File: config.mk
export PLATFORM = sky130hd
export DESIGN_NAME = cla_pipe_adder
export DESIGN_NICKNAME = d
export VERILOG_FILES = /design/src/rtl/cla_pipe_adder.sv
export SDC_FILE = /design/constraint.sdc
export NUM_CORES = 1
export LEC_CHECK = 0
export CORE_ASPECT_RATIO = 1.25
export CORE_MARGIN = 4
export CORE_UTILIZATION = 42
export CTS_BUF_LIST = sky130_fd_sc_hd__clkbuf_2 sky130_fd_sc_hd__clkbuf_4 sky130_fd_sc_hd__clkbuf_8
export DETAILED_ROUTE_END_ITERATION = 8
export PLACE_DENSITY_LB_ADDON = 0.15
export SYNTH_ARGS = -nofsm -noshare
export SYNTH_HDL_FRONTEND = slang
export SYNTH_SLANG_ARGS = --single-unit
File: constraint.sdc
create_clock -name clk -period 2.8 [get_ports clk]
set_input_delay 0.84 -clock clk [delete_from_list [all_inputs] [get_ports clk]]
set_output_delay 0.84 -clock clk [all_outputs]
set_load 0.02 [all_outputs]
File: src/rtl/cla_pipe_adder.sv
// cla_pipe_adder: pipelined carry-lookahead adder/subtractor with valid/ready streaming
module cla_pipe_adder #(
    parameter int WIDTH = 32,
    parameter int CHUNK = 8
) (
    input  logic             clk,
    input  logic             rst_n,
    input  logic             in_valid,
    output logic             in_ready,
    input  logic [WIDTH-1:0] a,
    input  logic [WIDTH-1:0] b,
    input  logic             cin,
    input  logic             sub,
    output logic             out_valid,
    input  logic             out_ready,
    output logic [WIDTH-1:0] sum,
    output logic             cout,
    output logic             ovf,
    output logic             zero
);
    localparam int STAGES = WIDTH / CHUNK;

    logic             adv;
    logic [WIDTH-1:0] lx, ly;
    logic [CHUNK:0]   lr;
    logic             lv;
    logic             ovf_r;

    // One CHUNK-bit slice: 4-bit lookahead groups, group carries ripple between groups.
    function automatic logic [CHUNK:0] cla(input logic [CHUNK-1:0] x, input logic [CHUNK-1:0] y, input logic ci);
        logic [CHUNK-1:0] g, p;
        logic [CHUNK:0]   c;
        g = x & y;
        p = x ^ y;
        c = '0;
        c[0] = ci;
        for (int k = 0; k < CHUNK; k += 4) begin
            c[k+1] = g[k] | (p[k] & c[k]);
            c[k+2] = g[k+1] | (p[k+1] & g[k]) | (p[k+1] & p[k] & c[k]);
            c[k+3] = g[k+2] | (p[k+2] & g[k+1]) | (p[k+2] & p[k+1] & g[k]) | (p[k+2] & p[k+1] & p[k] & c[k]);
            c[k+4] = g[k+3] | (p[k+3] & g[k+2]) | (p[k+3] & p[k+2] & g[k+1]) | (p[k+3] & p[k+2] & p[k+1] & g[k])
                   | (p[k+3] & p[k+2] & p[k+1] & p[k] & c[k]);
        end
        return {c[CHUNK], p ^ c[CHUNK-1:0]};
    endfunction

    assign adv      = !out_valid || out_ready;
    assign in_ready = adv;

    for (genvar j = 0; j < STAGES; j++) begin : g_stage
        // xq: resolved sum bits below the slice boundary, skewed operand A above it
        logic [WIDTH-1:0] xq, yq;
        logic             cq, zq, vq;
        logic [WIDTH-1:0] xin, yin;
        logic             cin_s, vin, zin;
        logic [CHUNK:0]   r;
        if (j == 0) begin : g_first
            assign xin   = a;
            assign yin   = sub ? ~b : b;
            assign cin_s = sub ? ~cin : cin;
            assign vin   = in_valid;
            assign zin   = 1'b1;
        end else begin : g_rest
            assign xin   = g_stage[j-1].xq;
            assign yin   = g_stage[j-1].yq;
            assign cin_s = g_stage[j-1].cq;
            assign vin   = g_stage[j-1].vq;
            assign zin   = g_stage[j-1].zq;
        end
        assign r = cla(xin[j*CHUNK +: CHUNK], yin[j*CHUNK +: CHUNK], cin_s);
        // Stage register: shifts on adv, data loads only for real beats so bubbles keep last values
        always_ff @(posedge clk or negedge rst_n) begin
            if (!rst_n) begin
                vq <= 1'b0;
                xq <= '0;
                yq <= '0;
                cq <= 1'b0;
                zq <= 1'b0;
            end else if (adv) begin
                vq <= vin;
                if (vin) begin
                    xq                   <= xin;
                    xq[j*CHUNK +: CHUNK] <= r[CHUNK-1:0];
                    yq                   <= yin;
                    cq                   <= r[CHUNK];
                    zq                   <= zin & ~|r[CHUNK-1:0];
                end
            end
        end
    end

    assign lx = g_stage[STAGES-1].xin;
    assign ly = g_stage[STAGES-1].yin;
    assign lr = g_stage[STAGES-1].r;
    assign lv = g_stage[STAGES-1].vin;

    // Overflow: carry into the MSB (recovered from its sum bit) XOR carry out of the MSB
    always_ff @(posedge clk or negedge rst_n) begin
        if (!rst_n)
            ovf_r <= 1'b0;
        else if (adv && lv)
            ovf_r <= lx[WIDTH-1] ^ ly[WIDTH-1] ^ lr[CHUNK-1] ^ lr[CHUNK];
    end

    assign out_valid = g_stage[STAGES-1].vq;
    assign sum       = g_stage[STAGES-1].xq;
    assign cout      = g_stage[STAGES-1].cq;
    assign zero      = g_stage[STAGES-1].zq;
    assign ovf       = ovf_r;
endmodule
Word level (Yosys, flattened, before mapping)
Cells that the tools add are included.
{"block": "classes", "bitwise": 228, "n_mux": 2, "reduce_logical": 15}
{"op": "1-bit AND", "count": 131}
{"op": "1-bit OR", "count": 80}
{"op": "8-bit bitwise XOR", "count": 8}
{"op": "8-bit AND", "count": 4}
{"op": "32-bit two-way mux", "count": 1}
{"op": "32-bit inverter", "count": 1}
{"op": "8-bit OR reduction", "count": 4}
{"op": "2-bit AND reduction", "count": 4}
{"op": "1-bit zero test", "count": 5}
{"op": "1-bit bitwise XOR", "count": 3}
{"op": "1-bit logical AND", "count": 1}
{"op": "1-bit logical OR", "count": 1}
{"op": "1-bit two-way mux", "count": 1}
{"op": "1-bit inverter", "count": 1}
{"block": "totals", "input_bits": 70, "regBits": 237, "output_inout_bits": 37, "wordCells": 265}

Depth between registers and ports, before layout
Gate-level depths: netlist of the first run.
{"block": "depth", "word_depth": 13, "mapped_depth": 13}

Least setup slack after synthesis of the first run
OpenSTA, ideal clock, no wires.
{"block": "synth_timing", "kind": "in2reg", "from": "input port sub", "to": "register g_stage[0].zq", "cell_stages": 12, "setup_ns": 0.122, "t_required_ns": 2.678, "path_slack_ns": -0.610, "path_buffers": 2, "arrival_time_ns": 3.288, "cell_sequence": "buf_6 buf_2 xor2_1 ha_1 a21o_4 a221oi_4 inv_1 a21oi_1 fa_1 nand4_1 nor2_1 a32o_1"}
{"block": "synth_between", "elab_chain_cells": 12, "word_cells_on_any_way": 48, "classes_between": "mux: 2; bitwise: 44; reduce/logical: 2"}
{"element": "from (decl)", "line_no": "13", "rtl": "input logic sub,"}
{"element": "32-bit two-way mux", "line_no": "59", "rtl": "assign yin = sub ? ~b : b;"}
{"element": "8-bit bitwise XOR / 8-bit AND (equally long branches)", "line_no": "34, 33"}
{"element": "1-bit AND (on tied branches)", "line_no": "41, 42"}
{"element": "1-bit OR (tied with other cells) (2 in a row)", "line_no": "41", "rtl": "c[k+4] = g[k+3] | (p[k+3] & g[k+2]) | (p[k+3] & p[k+2] & g[k+1]) | (p[k+3] & p[k+2] & p[k+1] & g[k])"}
{"element": "1-bit OR / 1-bit AND (equally long branches)", "line_no": "41, 42"}
{"element": "1-bit OR", "line_no": "42", "rtl": "| (p[k+3] & p[k+2] & p[k+1] & p[k] & c[k]);"}
{"element": "1-bit AND (on tied branches)", "line_no": "38, 39, 40"}
{"element": "1-bit OR (on tied branches)", "line_no": "38, 39, 40"}
{"element": "8-bit bitwise XOR (*)", "line_no": "44", "rtl": "return {c[CHUNK], p ^ c[CHUNK-1:0]};"}
{"element": "8-bit OR reduction (*)", "line_no": "86", "rtl": "zq <= zin & ~|r[CHUNK-1:0];"}
{"element": "1-bit zero test (*)", "line_no": "86"}
{"element": "to (signal assigned)", "line_no": "86"}
{"element": "to (decl)", "line_no": "53", "rtl": "logic cq, zq, vq;"}
Mark *: on every way between the ends. The rest lies on a longest branch, timed or not.
A chain may end at the register's enable or synchronous reset.

Final worst setup path of the first run
{"block": "layout_timing", "from": "input port b[1]", "to": "register g_stage[0].zq"}
{"block": "layout_between", "elab_chain_cells": 12, "word_cells_on_any_way": 34, "classes_between": "mux: 1; bitwise: 31; reduce/logical: 2"}
{"element": "from (decl)", "line_no": "11", "rtl": "input logic [WIDTH-1:0] b,"}
{"element": "32-bit inverter", "line_no": "59"}
{"element": "32-bit two-way mux (*)", "line_no": "59"}
{"element": "8-bit AND / 8-bit bitwise XOR (equally long branches)", "line_no": "33, 34"}
{"element": "1-bit AND (on tied branches)", "line_no": "41, 42"}
{"element": "1-bit OR (tied with other cells)", "line_no": "41"}
{"element": "1-bit OR / 1-bit AND (equally long branches)", "line_no": "41, 42"}
{"element": "1-bit OR", "line_no": "42"}
{"element": "1-bit AND (on tied branches)", "line_no": "38, 39, 40"}
{"element": "1-bit OR (on tied branches)", "line_no": "38, 39, 40"}
{"element": "8-bit bitwise XOR (*)", "line_no": "44"}
{"element": "8-bit OR reduction (*)", "line_no": "86"}
{"element": "1-bit zero test (*)", "line_no": "86"}
Marked as above.

==> flow_metrics.env, run 1 <==
export IMPL_holdWs_ns=0.343
export IMPL_report_final_setup_viol=0
export IMPL_dieArea_um2=23000
export IMPL_synth_mux_area_frac=0.171
export IMPL_static_leakage_power_nw=4.79
export IMPL_design_power_mw=12.0
export IMPL_tightestPinTransition_ns=0.501
export IMPL_finish_net_count=934
export IMPL_grt_antenna_before_repair=0
export IMPL_cts_htree_levels=4
export IMPL_cts_max_path_buffers=2
export IMPL_rr_worst_depth=10
export IMPL_io_buffers=106
export IMPL_dr_total_vias=5442
export IMPL_critical_path_arrival_ns=3.09
export IMPL_netlist_area_um2=8680
export IMPL_portion_of_the_clock_cycle_consumed_by_the_worst_path_in_the_final_layout=0.978
export IMPL_regToRegSetupSlack_ns=0.18
export IMPL_pwr_density_cell_nw_per_um2=1100
export IMPL_worst_endpoint_required_ns=3.15
export IMPL_grt_first_pass_wirelength_um=28300
export IMPL_r2r_end="zero"
export IMPL_final_min_clock_period_ns=2.74
export IMPL_run_status="complete, no violations"
export IMPL_post_synthesis_average_cell_area_um2=12.7
export IMPL_final_cell_mix="sky130_fd_sc_hd__dfrtp_1 (189), sky130_fd_sc_hd__mux2_2 (128), sky130_fd_sc_hd__clkdlybuf4s50_1 (98), sky130_fd_sc_hd__nand2_1 (59), sky130_fd_sc_hd__o21ai_0 (55)"
export IMPL_fin_worst_skew_ns=0.0114
export IMPL_worst_r2r_startpoint="g_stage[2].xq[24]"
export IMPL_initial_standard_cell_utilization_of_the_core=0.429
export IMPL_core_region_area_um2=20200
export IMPL_netlist_instances=684
export IMPL_seq_area_frac_synth=0.545
export IMPL_post_cts_hold_buffer_count=0
export IMPL_drt_wl_total_um=17000
export IMPL_gp_congestion=0.824
export IMPL_cts_root_buffer_cell="sky130_fd_sc_hd__clkbuf_8"
export IMPL_synth_compound_gate_area_share=0.0790
export IMPL_final_hold_viol_count=0
export IMPL_initialDrtViolationCount=179
export IMPL_fillCellCount=1705
export IMPL_cts_sinks=189
export IMPL_fin_ws_ns=0.0612
export IMPL_drtPass1Iterations=4
export IMPL_startpoint_type="input port"
export IMPL_die_w_um=137
export IMPL_type_of_the_worst_setup_path="input port to register"
export IMPL_placementRows=58
export IMPL_tritoncts_clock_tree="built"
export IMPL_vias_in_the_first_global_route=5790
export IMPL_place_ws_ns=-0.660
export IMPL_holdCritPathClass="input port to async pin"
export IMPL_fraction_of_layout_cells_with_a_size_suffix_above_1=0.274
export IMPL_io_pins=107
export IMPL_cts_reportedPaths_clkPinSlew_ns=0.09
export IMPL_timing_slew_headroom=0.666
export IMPL_drcViolationCount=0
export IMPL_fin_util=0.536
export IMPL_fmax_ghz=0.365
export IMPL_synth_fp_nets=794
export IMPL_synth_adder_area_share=0.0646
export IMPL_dp_hpwl_um=12400
export IMPL_fin_tns_setup_ns=0
export IMPL_category_of_the_worst_setup_path_capture_point="register"
export IMPL_crit_path_max_fo=3
export IMPL_synth_top_family_by_area="multiplexers"
export IMPL_maxSlewViolCount=0
export IMPL_floorplan_die_height_um=169
export IMPL_synth_distinct_cells=49
export IMPL_grt_usage=0.155
export IMPL_cts_made_buffers=17
export IMPL_post_synth_and_or_nand_nor_area_fraction=0.0588
export IMPL_avgRoutedWirePerCell_um=15.4
export IMPL_signed_area_change_from_the_synthesized_netlist_to_the_final_layout_pct=25.1
export IMPL_grt_overflow=0
export IMPL_max_vdd_ir_drop_uv=437
export IMPL_antenna_violating_nets_post_route=0
export IMPL_total_of_flip_flops_plus_latches_after_synthesis=189
export IMPL_worstSkewPairLatency_ns=0.46
export IMPL_synth_warnings=0
export IMPL_synth_xor_area_frac=0.0597
export IMPL_mostFrequentLayoutCell="sky130_fd_sc_hd__dfrtp_1"
export IMPL_grt_start_max_net_pins=60
export IMPL_max_cap_violations=0
export IMPL_post_drt_via_cell_ratio=4.92
export IMPL_antenna_diode_count=0
-- synthesized netlist by cell type (all sizes together) --
cell | n | area [µm²]
a311oi | 1 | 8.76
clkbuf | 14 | 52.6
a22o | 3 | 26.3
nand2b | 4 | 25.0
nand4 | 3 | 18.8
xor2 | 19 | 185
o41ai | 1 | 8.76
a31oi | 1 | 21.3
nand2 | 62 | 233
a221oi | 2 | 41.3
o21ba | 1 | 10.0
buf | 16 | 86.3
nor3 | 3 | 20.0
dfrtp | 189 | 4730
o21a | 2 | 15.0
a21oi | 14 | 77.6
mux2i | 4 | 40.0
nor4 | 2 | 12.5
a21o | 7 | 60.1
a211oi | 2 | 20.0
and2 | 5 | 31.3
xnor2 | 38 | 333
o211ai | 1 | 7.51
and3 | 2 | 12.5
nor2b | 1 | 6.26
a32o | 2 | 20.0
or3 | 1 | 6.26
mux2 | 128 | 1440
o21bai | 1 | 7.51
nor2 | 23 | 86.3
o21ai | 58 | 290
or2 | 1 | 6.26
ha | 32 | 400
a2111o | 1 | 11.3
a31o | 2 | 17.5
o31ai | 4 | 30.0
nor3b | 1 | 7.51
fa | 8 | 160
inv | 14 | 52.6
o22ai | 2 | 12.5
nand3 | 9 | 45.0
-- logic make-up after synthesis --
kind of cell | after synthesis
buffers and inverters | 44
xor gates and xnor gates | 57
AOI/OAI and AO/OA | 105
muxes | 132
and+or+nand+nor | 117
adders and majority gates | 40
DFF | 189
-- worst max path at each step --
stage / start / to / slack [ns] / cells after the start
6_report: b[1] / g_stage[0].zq / 0.06 / 11
5_1_grt: sub / g_stage[0].zq / -0.02 / 11
3_3_place_gp: b[1] / g_stage[0].zq / -0.54 / 11
4_1_cts: b[2] / g_stage[0].zq / -0.005 / 11
3_5_place_dp: b[1] / g_stage[0].zq / -0.66 / 11
2_1_floorplan: sub / g_stage[0].zq / -0.43 / 12
-- per-layer routing --
layer,wire [µm],global-route usage,vias up
li1,-,-,2655
met1,7030,0.185,2677
met2,9130,0.275,91
met3,597,0.0336,19
met4,259,0.0500,0
met5,0,0,-
-- registers in the layout, indices dropped and copies added (netlist names) --
name / flops
cout: 1
g_stage.cq: 3
g_stage.vq: 3
g_stage.xq: 96
g_stage.yq: 48
g_stage.zq: 3
out_valid: 1
ovf: 1
sum: 32
zero: 1
-- report_power, final --
group	switching, mW	internal [mW]
Sequential	0.678	3.92
Clock	0.985	0.925
Combinational	2.58	2.86
-- worst max-delay path, cell delays in order --
cell	delay, ns
sky130_fd_sc_hd__clkdlybuf4s15_1	0.21
sky130_fd_sc_hd__xor2_2	0.21
sky130_fd_sc_hd__ha_4	0.25
sky130_fd_sc_hd__a21o_4	0.22
sky130_fd_sc_hd__a221oi_4	0.30
sky130_fd_sc_hd__inv_1	0.08
sky130_fd_sc_hd__a21oi_2	0.14
sky130_fd_sc_hd__fa_1	0.45
sky130_fd_sc_hd__nand4_1	0.09
sky130_fd_sc_hd__nor2_1	0.04
sky130_fd_sc_hd__a32o_1	0.25
-- final cells by class --
| cell class | instances | area (µm²) | area share |
|---|---|---|---|
| Inverter | 14 | 52.6 | 0.00484 |
| Multi-Input combinational cell | 451 | 3820 | 0.352 |
| Timing Repair Buffer | 151 | 1490 | 0.137 |
| Tap cell | 270 | 338 | 0.0311 |
| Sequential cell | 189 | 4730 | 0.436 |
| Clock inverter | 14 | 181 | 0.0167 |
| Clock buffer | 18 | 248 | 0.0228 |
-- through the flow --
stage	area, µm²	instances
after detailed placement	10300	1063
after CTS	10800	1104
after floorplan	8690	684
final	10900	1107
after global placement	10300	1063
after global routing	10900	1107
-- repair_timing --
| action | 4_1_cts | 5_1_grt |
|---|---|---|
| gates resized for setup | 5 | 8 |
| buffers inserted | 9 | 3 |
| setup endpoints to repair | 2 | 2 |
| gates cloned | 0 | 0 |
| pin swaps | 7 | 11 |
No activity file was read; power rests on OpenSTA's default activity.
==> run 2, diff against run 1 <==
Settings changed: CORE_MARGIN 4 to not set, PLACE_DENSITY set to 0.67, PLACE_DENSITY_LB_ADDON 0.15 to not set.
==> run 2 against run 1 <==
Against the previous run:
- final area grew 0.46%
- sequential power is essentially flat
- first-iteration DRC count grew 39%
- non-clock buffer count grew 4
- routed wire length shrank 0.13%
- power grew 1.1%
- final cell count grew 0.36%
==> flow_metrics.env, run 2 (same netlist as run 1, synthesis figures left out) <==
export IMPL_pwr_density_cell_nw_per_um2=1110
export IMPL_placementRows=58
export IMPL_seq_area_um2=4730
export IMPL_portion_of_the_clock_cycle_consumed_by_the_worst_path_in_the_final_layout=0.976
export IMPL_mostFrequentLayoutCell="sky130_fd_sc_hd__dfrtp_1"
export IMPL_signed_area_change_from_the_synthesized_netlist_to_the_final_layout_pct=25.7
export IMPL_startpoint_type="input port"
export IMPL_drt_wl_total_um=17000
export IMPL_antenna_violating_nets_post_route=0
export IMPL_holdWs_ns=0.390
export IMPL_avgRoutedWirePerCell_um=15.3
export IMPL_fraction_of_layout_cells_with_a_size_suffix_above_1=0.276
export IMPL_grt_usage=0.174
export IMPL_multi_input_area_um2=3800
export IMPL_initialDrtViolationCount=248
export IMPL_report_final_setup_viol=0
export IMPL_rr_worst_depth=10
export IMPL_tightestPinTransition_ns=0.631
export IMPL_fin_worst_skew_ns=0.0103
export IMPL_cts_reportedPaths_clkPinSlew_ns=0.08
export IMPL_fmax_ghz=0.366
export IMPL_holdCritPathClass="input port to async pin"
export IMPL_p_clk_frac=0.164
export IMPL_grt_start_max_net_pins=77
export IMPL_timing_slew_headroom=0.579
export IMPL_cp_endpoint="in_ready"
export IMPL_maxSlewViolCount=0
export IMPL_antenna_diode_count=0
export IMPL_cts_made_buffers=17
export IMPL_cts_max_path_buffers=2
export IMPL_fin_util=0.541
export IMPL_drtPass1Iterations=4
export IMPL_crit_path_max_fo=2
export IMPL_dr_total_vias=5533
export IMPL_power_frac_comb=0.454
export IMPL_worst_r2r_startpoint="g_stage[2].xq[24]"
export IMPL_regToRegSetupSlack_ns=0.19
export IMPL_io_buffers=106
export IMPL_cts_sinks=189
export IMPL_grt_first_pass_wirelength_um=28400
export IMPL_tritoncts_clock_tree="built"
export IMPL_max_cap_violations=0
export IMPL_io_pins=107
export IMPL_type_of_the_worst_setup_path="input port to output port"
export IMPL_final_hold_viol_count=0
export IMPL_core_region_area_um2=20200
export IMPL_grt_overflow=0
export IMPL_dieArea_um2=21200
export IMPL_max_vdd_ir_drop_uv=450
export IMPL_worst_endpoint_required_ns=1.96
export IMPL_worstSkewPairLatency_ns=0.46
export IMPL_final_min_clock_period_ns=2.73
export IMPL_run_status="complete, no violations"
export IMPL_r2r_end="zero"
export IMPL_grt_antenna_before_repair=0
export IMPL_largest_register_ff_count=96
export IMPL_dp_hpwl_um=12600
export IMPL_netSwitchingFraction=0.352
export IMPL_die_w_um=131
export IMPL_cts_root_buffer_cell="sky130_fd_sc_hd__clkbuf_8"
export IMPL_post_drt_via_cell_ratio=4.98
export IMPL_critical_path_arrival_ns=1.89
export IMPL_vias_in_the_first_global_route=5858
export IMPL_floorplan_die_height_um=163
export IMPL_max_flop_register="g_stage.xq"
export IMPL_final_cell_mix="sky130_fd_sc_hd__dfrtp_1 (189), sky130_fd_sc_hd__mux2_2 (128), sky130_fd_sc_hd__clkdlybuf4s50_1 (99), sky130_fd_sc_hd__nand2_1 (59), sky130_fd_sc_hd__o21ai_0 (55)"
export IMPL_p_seq_frac=0.383
export IMPL_initial_standard_cell_utilization_of_the_core=0.430
export IMPL_cts_htree_levels=4
export IMPL_finish_net_count=938
export IMPL_gp_congestion=0.847
export IMPL_power_internal_mw=7.83
export IMPL_net_switching_power_mw=4.25
export IMPL_static_leakage_power_nw=4.82
export IMPL_category_of_the_worst_setup_path_capture_point="output port"
export IMPL_fillCellCount=1748
export IMPL_worst_setup_path_startpoint="out_ready"
export IMPL_drcViolationCount=0
-- run 2: how the worst min path moves through the flow --
stage | start | endpoint | slack (ns) | cells after the start
after floorplan | g_stage[1].zq | g_stage[1].zq | 0.44 | 2
after global placement | g_stage[0].yq[27] | g_stage[0].yq[27] | 0.46 | 2
after detailed placement | g_stage[0].xq[1] | g_stage[0].xq[1] | 0.47 | 2
after CTS | rst_n | sum[4] | 0.39 | 1
after global routing | rst_n | sum[5] | 0.41 | 1
final | rst_n | g_stage[2].xq[2] | 0.39 | 1
-- run 2: repair_timing --
action,CTS,global route
pin swaps,8,5
endpoints found under the hold margin,0,0
setup endpoints to repair,2,2
buffers inserted,9,0
hold buffers,0,0
resized for setup,6,3
-- run 2: layer usage --
layer / up-vias / part of all wire / global-route usage
met4: 0 / 0.028 / 0.0711
met3: 31 / 0.031 / 0.0365
met5: - / 0 / 0
li1: 2668 / - / -
met1: 2738 / 0.42 / 0.207
met2: 96 / 0.52 / 0.304
-- run 2: layout make-up --
| class | count | share of cell area |
|---|---|---|
| repair buffers | 155 | 0.141 |
| multi-input cells | 451 | 0.349 |
| flip-flops and latches | 189 | 0.434 |
| well taps | 270 | 0.0310 |
| clock buffers | 19 | 0.0240 |
| clock inverters | 13 | 0.0171 |
| inverters | 14 | 0.00482 |
-- run 2: metrics by stage --
stage	setup slack (ns)	instance area [µm²]	power, mW	TNS, ns	instances
6_report	0.0669	10900	12.1	0	1111
5_1_grt	-0.0503	10900	13.0	-0.0503	1111
4_1_cts	0.00767	10900	12.2	0	1111
3_5_place_dp	-0.671	10400	10.2	-2.68	1070
3_3_place_gp	-0.557	10400	9.92	-2.09	1070
2_1_floorplan	-0.435	8690	8.31	-0.786	684
-- run 2: power by group through the flow --
stage | Combinational (mW) | Clock, mW | Sequential (mW)
CTS | 5.53 | 2.04 | 4.65
detailed placement | 5.47 | 0 | 4.71
finish | 5.48 | 1.98 | 4.63
floorplan | 3.56 | 0 | 4.75
global route | 6.05 | 2.13 | 4.78
global placement | 5.28 | 0 | 4.63
-- run 2: critical path, cell delays in order --
cell,delay (ns)
sky130_fd_sc_hd__clkdlybuf4s50_1,0.46
sky130_fd_sc_hd__nand2b_1,0.22
sky130_fd_sc_hd__dlygate4sd2_1,0.37
